--- config.mk ---
export PLATFORM = sky130hd
export DESIGN_NAME = sparc_exu_ccrfile
export DESIGN_NICKNAME = d
export VERILOG_FILES = /design/src/rtl/sparc_exu_ccrfile.sv
export SDC_FILE = /design/constraint.sdc
export NUM_CORES = 1
export LEC_CHECK = 0
export CAP_MARGIN = 10
export CORE_MARGIN = 5
export CORE_UTILIZATION = 40
export DETAILED_ROUTE_END_ITERATION = 8
export GPL_TIMING_DRIVEN = 0
export MAX_ROUTING_LAYER = met4
export PLACE_DENSITY = 0.71
export SLEW_MARGIN = 20
export SYNTH_ARGS = -nofsm -noshare
export SYNTH_HDL_FRONTEND = slang
export SYNTH_SLANG_ARGS = --single-unit
--- constraint.sdc ---
create_clock -name clk -period 3.4 [get_ports clk]
set_input_delay 1.02 -clock clk [delete_from_list [all_inputs] [get_ports clk]]
set_output_delay 1.02 -clock clk [all_outputs]
set_load 0.01 [all_outputs]
--- src/rtl/sparc_exu_ccrfile.sv ---
// Per-thread condition-code register file for the integer execution unit.
//
// Holds one CCW-bit CCR per thread. It tracks CC-setting instructions
// through the D/E/M/W pipeline and forwards in-flight condition codes to
// the D-stage reader. The TLU restores CCRs in M, WRCCR writes them in W,
// and the divider writes back out of band in W2. Per-thread divider-pending
// flags stall D-stage CC readers until the divider result arrives.
//
// Ports
//   clk, arst_l              clock, asynchronous active-low reset
//   ifu_exu_setcc_d          D-stage instruction writes CC
//   tid_d                    D-stage thread (also the read thread)
//   ifu_exu_rdcc_d           D-stage instruction reads CC
//   ifu_exu_kill_e           kills the E-stage instruction
//   alu_cc_e                 ALU condition codes, E stage
//   tlu_exu_cwpccr_update_m  TLU CCR restore, M stage, for thread tid_m
//   tlu_exu_ccr_m            TLU restore data
//   ifu_exu_inst_vld_w       W-stage instruction valid
//   ifu_tlu_flush_w          W-stage flush
//   early_flush_w            W-stage early flush
//   wrccr_w, wrccr_data_w    WRCCR write, W stage
//   div_start_e              divider accepted a setcc op for thread tid_e
//   div_cc_vld_w2            divider CC writeback valid
//   div_tid_w2, div_cc_w2    divider writeback thread and data
//   exu_ifu_cc_d             bypassed CC for tid_d (combinational)
//   exu_tlu_ccr_w            stored CCRs, thread t at [t*CCW +: CCW]
//   exu_ifu_cc_stall_d       D-stage CC read must wait for the divider
//   div_pend                 per-thread divider-pending flags

module sparc_exu_ccrfile #(
  parameter  int unsigned TIDW = 2,
  parameter  int unsigned CCW  = 8,
  // Thread-id ports stay one bit wide in single-thread builds; the value is ignored then.
  localparam int unsigned TW   = (TIDW == 0) ? 1 : TIDW,
  localparam int unsigned NTHR = 1 << TIDW
) (
  input  logic                 clk,
  input  logic                 arst_l,
  input  logic                 ifu_exu_setcc_d,
  input  logic [TW-1:0]        tid_d,
  input  logic                 ifu_exu_rdcc_d,
  input  logic                 ifu_exu_kill_e,
  input  logic [CCW-1:0]       alu_cc_e,
  input  logic                 tlu_exu_cwpccr_update_m,
  input  logic [CCW-1:0]       tlu_exu_ccr_m,
  input  logic                 ifu_exu_inst_vld_w,
  input  logic                 ifu_tlu_flush_w,
  input  logic                 early_flush_w,
  input  logic                 wrccr_w,
  input  logic [CCW-1:0]       wrccr_data_w,
  input  logic                 div_start_e,
  input  logic                 div_cc_vld_w2,
  input  logic [TW-1:0]        div_tid_w2,
  input  logic [CCW-1:0]       div_cc_w2,
  output logic [CCW-1:0]       exu_ifu_cc_d,
  output logic [NTHR*CCW-1:0]  exu_tlu_ccr_w,
  output logic                 exu_ifu_cc_stall_d,
  output logic [NTHR-1:0]      div_pend
);

  // Thread match; with a single thread every access targets thread 0.
  function automatic logic tid_eq(input logic [TW-1:0] a, input logic [TW-1:0] b);
    return (TIDW == 0) || (a == b);
  endfunction

  // Pipeline state
  logic            setcc_e, setcc_m, setcc_w;
  logic [TW-1:0]   tid_e, tid_m, tid_w;
  logic [CCW-1:0]  cc_m, cc_w;

  // Architectural state
  logic [CCW-1:0]  ccr_q [NTHR];
  logic [CCW-1:0]  ccr_nxt [NTHR];
  logic [NTHR-1:0] div_pend_nxt;

  // Stage qualifiers
  logic            valid_e;
  logic            setcc_mx;
  logic [CCW-1:0]  cc_mx;
  logic            w_commit;
  logic [CCW-1:0]  w_data;
  logic            w2_hit_d;

  // Read-side
  logic [CCW-1:0]  ccr_rd;
  logic            pend_rd;
  logic [CCW-1:0]  cc_byp;

  // Stage qualification: kill drops E, TLU restore merges into M, W needs a clean commit.
  always_comb begin
    valid_e  = setcc_e & ~ifu_exu_kill_e;
    setcc_mx = setcc_m | tlu_exu_cwpccr_update_m;
    cc_mx    = tlu_exu_cwpccr_update_m ? tlu_exu_ccr_m : cc_m;
    w_commit = ifu_exu_inst_vld_w & ~ifu_tlu_flush_w & ~early_flush_w & (setcc_w | wrccr_w);
    w_data   = wrccr_w ? wrccr_data_w : cc_w;
    w2_hit_d = div_cc_vld_w2 & tid_eq(div_tid_w2, tid_d);
  end

  // Next-state for CCR storage and divider-pending flags.
  // W2 overrides W on the same thread; a divider start beats a same-cycle clear.
  always_comb begin
    div_pend_nxt = div_pend;
    for (int unsigned t = 0; t < NTHR; t++) begin
      ccr_nxt[t] = ccr_q[t];
      if (div_cc_vld_w2 && tid_eq(div_tid_w2, TW'(t))) begin
        ccr_nxt[t] = div_cc_w2;
      end else if (w_commit && tid_eq(tid_w, TW'(t))) begin
        ccr_nxt[t] = w_data;
      end
      if (div_start_e && !ifu_exu_kill_e && tid_eq(tid_e, TW'(t))) begin
        div_pend_nxt[t] = 1'b1;
      end else if (div_cc_vld_w2 && tid_eq(div_tid_w2, TW'(t))) begin
        div_pend_nxt[t] = 1'b0;
      end
    end
  end

  // Pipeline flops D->E->M->W.
  always_ff @(posedge clk or negedge arst_l) begin
    if (!arst_l) begin
      setcc_e <= 1'b0;
      setcc_m <= 1'b0;
      setcc_w <= 1'b0;
      tid_e   <= '0;
      tid_m   <= '0;
      tid_w   <= '0;
      cc_m    <= '0;
      cc_w    <= '0;
    end else begin
      setcc_e <= ifu_exu_setcc_d;
      setcc_m <= valid_e;
      setcc_w <= setcc_mx;
      tid_e   <= tid_d;
      tid_m   <= tid_e;
      tid_w   <= tid_m;
      cc_m    <= alu_cc_e;
      cc_w    <= cc_mx;
    end
  end

  // CCR storage and divider-pending flags.
  always_ff @(posedge clk or negedge arst_l) begin
    if (!arst_l) begin
      div_pend <= '0;
      for (int unsigned t = 0; t < NTHR; t++) begin
        ccr_q[t] <= '0;
      end
    end else begin
      div_pend <= div_pend_nxt;
      for (int unsigned t = 0; t < NTHR; t++) begin
        ccr_q[t] <= ccr_nxt[t];
      end
    end
  end

  // Stored-value read for tid_d, and the flat storage view for the TLU.
  always_comb begin
    ccr_rd        = '0;
    pend_rd       = 1'b0;
    exu_tlu_ccr_w = '0;
    for (int unsigned t = 0; t < NTHR; t++) begin
      exu_tlu_ccr_w[t*CCW +: CCW] = ccr_q[t];
      if (tid_eq(tid_d, TW'(t))) begin
        ccr_rd  = ccr_q[t];
        pend_rd = div_pend[t];
      end
    end
  end

  // Bypass: youngest in-flight producer of tid_d wins.
  always_comb begin
    cc_byp = ccr_rd;
    if (valid_e && tid_eq(tid_e, tid_d)) begin
      cc_byp = alu_cc_e;
    end else if (setcc_mx && tid_eq(tid_m, tid_d)) begin
      cc_byp = cc_mx;
    end else if (w2_hit_d) begin
      cc_byp = div_cc_w2;
    end else if (w_commit && tid_eq(tid_w, tid_d)) begin
      cc_byp = w_data;
    end
  end

  // Raw M/W2/W inputs can still bypass while reset is held, so the read port is forced to zero.
  assign exu_ifu_cc_d = arst_l ? cc_byp : '0;

  // A same-cycle divider writeback is bypassed, so it resolves the stall.
  assign exu_ifu_cc_stall_d = ifu_exu_rdcc_d & pend_rd & ~w2_hit_d;

endmodule

==> metrics.md <==
| Metric | Value |
|---|---|
| Vias in the first global route | 3,227 |
| TritonRoute pass-1 iters | 5 |
| Max FO, Critical Path | 8 |
| Via count | 3,122 |
| Layout cells sized above 1 | 19.69% |
| Period utilization | 108.8% |
| CTS sink count | 61 |
| Post-route setup TNS | -1.852 ns |
| CP bufs+invs | 2 |
| Slew Viols, Final | 0 |
| Final worst setup slack | -0.2991 ns |
| Mapped Area | 3357 um^2 |
| Hpwl dp | 8040 um |
| Clock buffer depth | 2 |
| Peak VDD IR | 247.3 uV |
| Final setup fails | 8 |
| Syn Area/Cell | 9.759 um^2 |
| FP Rows | 33 |
| Cells after Synth | 344 |
| First-pass GRT wire length | 17,340 um |
| Port bufs | 90 |
| Die Y | 101.6 um |
| Commonest cells after routing, fill and taps aside | clkdlybuf4s50_1 (72), dfrtp_1 (61), nand2_1 (50) |
| Synth warn | 0 |
| TritonCTS clock tree | yes |
| Sequential share of the synthesized area | 45.47% |
| Starting density of the core | 40.86% |
| Final net count | 497 |
| Post-synth top area share | 45.47% |
| HP Start | tid_m[0] |
| Post-route ant nets | 0 |
| Post-synth top area cell | dfrtp_1 |
| Initial drt markers | 266 |
| CP max stage delay | 0.53 ns |
| Grt total ovfl | 0 |
| Synth top area cells | dfrtp_1 (45%), o21ai_0 (7.2%), mux4_2 (6.0%) |
| Netlist cell types | 35 |
| Gp weighted congestion | 0.8621 |
| I/O Pins | 93 |
| Routed wire length | 10,790 um |
| Clock Skew | 0.009014 ns |
| Crit. End Element | output port |
| Most common cell after layout, fill and taps aside | clkdlybuf4s50_1 |
| Avg WL per Cell | 19.37 um |
| FF+latch count, synth | 61 |
| GRT Total Usage | 22.41% |
| Largest net degree at the start of global routing | 59 |
| Failing checks | setup timing |
| Synth-to-layout area growth | 41.15% |
| Fmax | 270.3 MHz |
| CP Launch Type | input pin |
| Final Instance Area | 4738 um^2 |
| Critical path cell sequence | buf_6 -> or3b_4 -> or4_4 -> mux2i_2 -> o32ai_2 -> buf_2 |
| Worst skew pair latency | 0.34 ns |
| Die width | 101.6 um |
| Remaining DRCs | 0 |
| CP startpoint | ifu_tlu_flush_w |
| Top cell family by delay on the critical path | simple AND/OR/NAND/NOR gates |
| Num CTS Buffers | 9 |
| Syn nets | 392 |
| Critical path class | input pin to output port |
| RSZ-0062 raised after global routing | true |
| Vias per cell | 5.605 |
| Fillers | 739 |
| Status | finished, violations left |
| Antenna cell count | 0 |
| Leakage Power | 2.044 nW |
| Core Region | 8217 um^2 |
| Max_cap viols | 0 |
| Hold Crit Class | register to register |
| CP required | 2.38 ns |
| Die ar. | 10,320 um^2 |
| Reg2reg start | tid_w[1] |
| Pwr dens | 463.0 nW/um^2 |
| Critical-path top delay cell | or4_4 |
| H-tree levels | 3 |
| Initial antenna violation count | 0 |
| Post-DP Area | 4478 um^2 |
| Worst Tran Pin Value | 0.6301 ns |
| Clock-pin slew on the worst setup and hold paths | 0.07 ns |
| Crit path arrival time | 2.68 ns |
| Clock root cell | clkbuf_8 |
| Fin. Hold Viols | 0 |
| Worst slew margin | 57.85% |
| Tmin final | 3.699 ns |
==> cell usage after synthesis <==
cell / count
nand3_2: 1
dfrtp_1: 61
o41ai_4: 3
a32o_1: 2
nor4b_1: 7
a211oi_1: 8
or3b_2: 2
nand3_1: 2
o21ai_0: 48
nor3_1: 8
buf_1: 1
nor4_1: 1
nor2b_1: 1
xor2_1: 4
a21oi_1: 24
xor2_2: 2
nand2_1: 50
o41ai_1: 2
mux4_2: 9
clkbuf_1: 7
mux2i_1: 17
inv_1: 14
nor2_1: 35
buf_2: 7
mux2_2: 7
or4_1: 1
nand3b_1: 2
and3_1: 2
o41a_2: 1
or3_1: 1
buf_6: 2
o32ai_1: 8
or3b_4: 1
buf_4: 1
xnor2_1: 2
==> registers in the layout (all words and copies together) (netlist names) <==
signal / flops
div_pend: 4
tid_m: 2
cc_w: 8
tid_w: 2
setcc_e: 1
setcc_w: 1
cc_m: 8
tid_e: 2
setcc_m: 1
exu_tlu_ccr_w: 32
==> final timing paths <==
path                                           to  slack [ns]  depth (start not counted)
worst max-delay path              exu_ifu_cc_d[1]       -0.30                          6
worst min-delay path                     tid_w[0]        0.51                          0
worst max register to register  exu_tlu_ccr_w[21]        1.38                          5
worst min register to register           tid_w[0]        0.51                          0
max in group asynchronous       exu_tlu_ccr_w[30]        2.34                          2
min in group asynchronous       exu_tlu_ccr_w[18]        0.53                          1
==> kinds of logic after synthesis <==
group                     count (synthesis)  share of synthesized area, %
and+or+nand+nor                         114                         15.58
AOI/OAI and AO/OA                        96                         18.56
DFF                                      61                         45.47
muxes                                    33                         13.45
buffers and inverters                    32                         4.398
xor gates and xnor gates                  8                         2.534
==> worst reg2reg max path, stage by stage (launching register included) <==
cell	delay, ns
dfrtp_1	0.50
inv_1	0.13
o41ai_4	0.65
clkbuf_1	0.45
nor2_1	0.08
a21oi_1	0.13
==> metal layers <==
metal | up-vias | GRT usage (%) | part of all wire (%)
li1 | 1445 | - | -
met1 | 1542 | 30.20 | 42
met2 | 120 | 35.01 | 50
met3 | 15 | 3.168 | 5.9
met4 | 0 | 7.157 | 1.5
met5 | - | - | 0
==> where the power goes <==
| part | switching, mW | total, mW | internal (mW) |
|---|---|---|---|
| Combinational | 0.347 | 0.739 | 0.392 |
| Sequential | 0.0947 | 0.925 | 0.830 |
| Clock | 0.277 | 0.530 | 0.253 |
==> final cells by class <==
cell class | instances | area (um^2) | share of cell area (%)
buffer | 16 | 98.84 | 2.086
clock buffer | 11 | 131.4 | 2.773
clock inverter | 3 | 15.01 | 0.3169
inverter | 14 | 52.55 | 1.109
multi-input combinational | 251 | 1869 | 39.45
sequential | 61 | 1526 | 32.22
tap | 105 | 131.4 | 2.773
timing repair buffer | 96 | 913.4 | 19.28
==> through the flow <==
stage          std cells  power, mW  util (%)  hold WS (ns)  setup WS (ns)
2_1_floorplan        344      1.259         -        0.4043       -0.04586
6_report             557      2.194     57.67        0.5087        -0.2991
5_1_grt              557      2.308     57.67        0.5112        -0.3236
4_1_cts              553      2.179     56.77        0.4962        -0.3985
3_3_place_gp         539      1.641     54.20        0.4291         -3.231
3_5_place_dp         540      1.663     54.50        0.4257         -1.353
==> timing repair <==
item | 4_1_cts | 5_1_grt
resized for setup | 78 | 17
hold buffers | 0 | 0
endpoints found under the setup margin | 9 | 9
buffers inserted | 1 | 4
endpoints found under the hold margin | 0 | 0
pin swaps | 3 | 10
(Power assumes the default switching activity.)
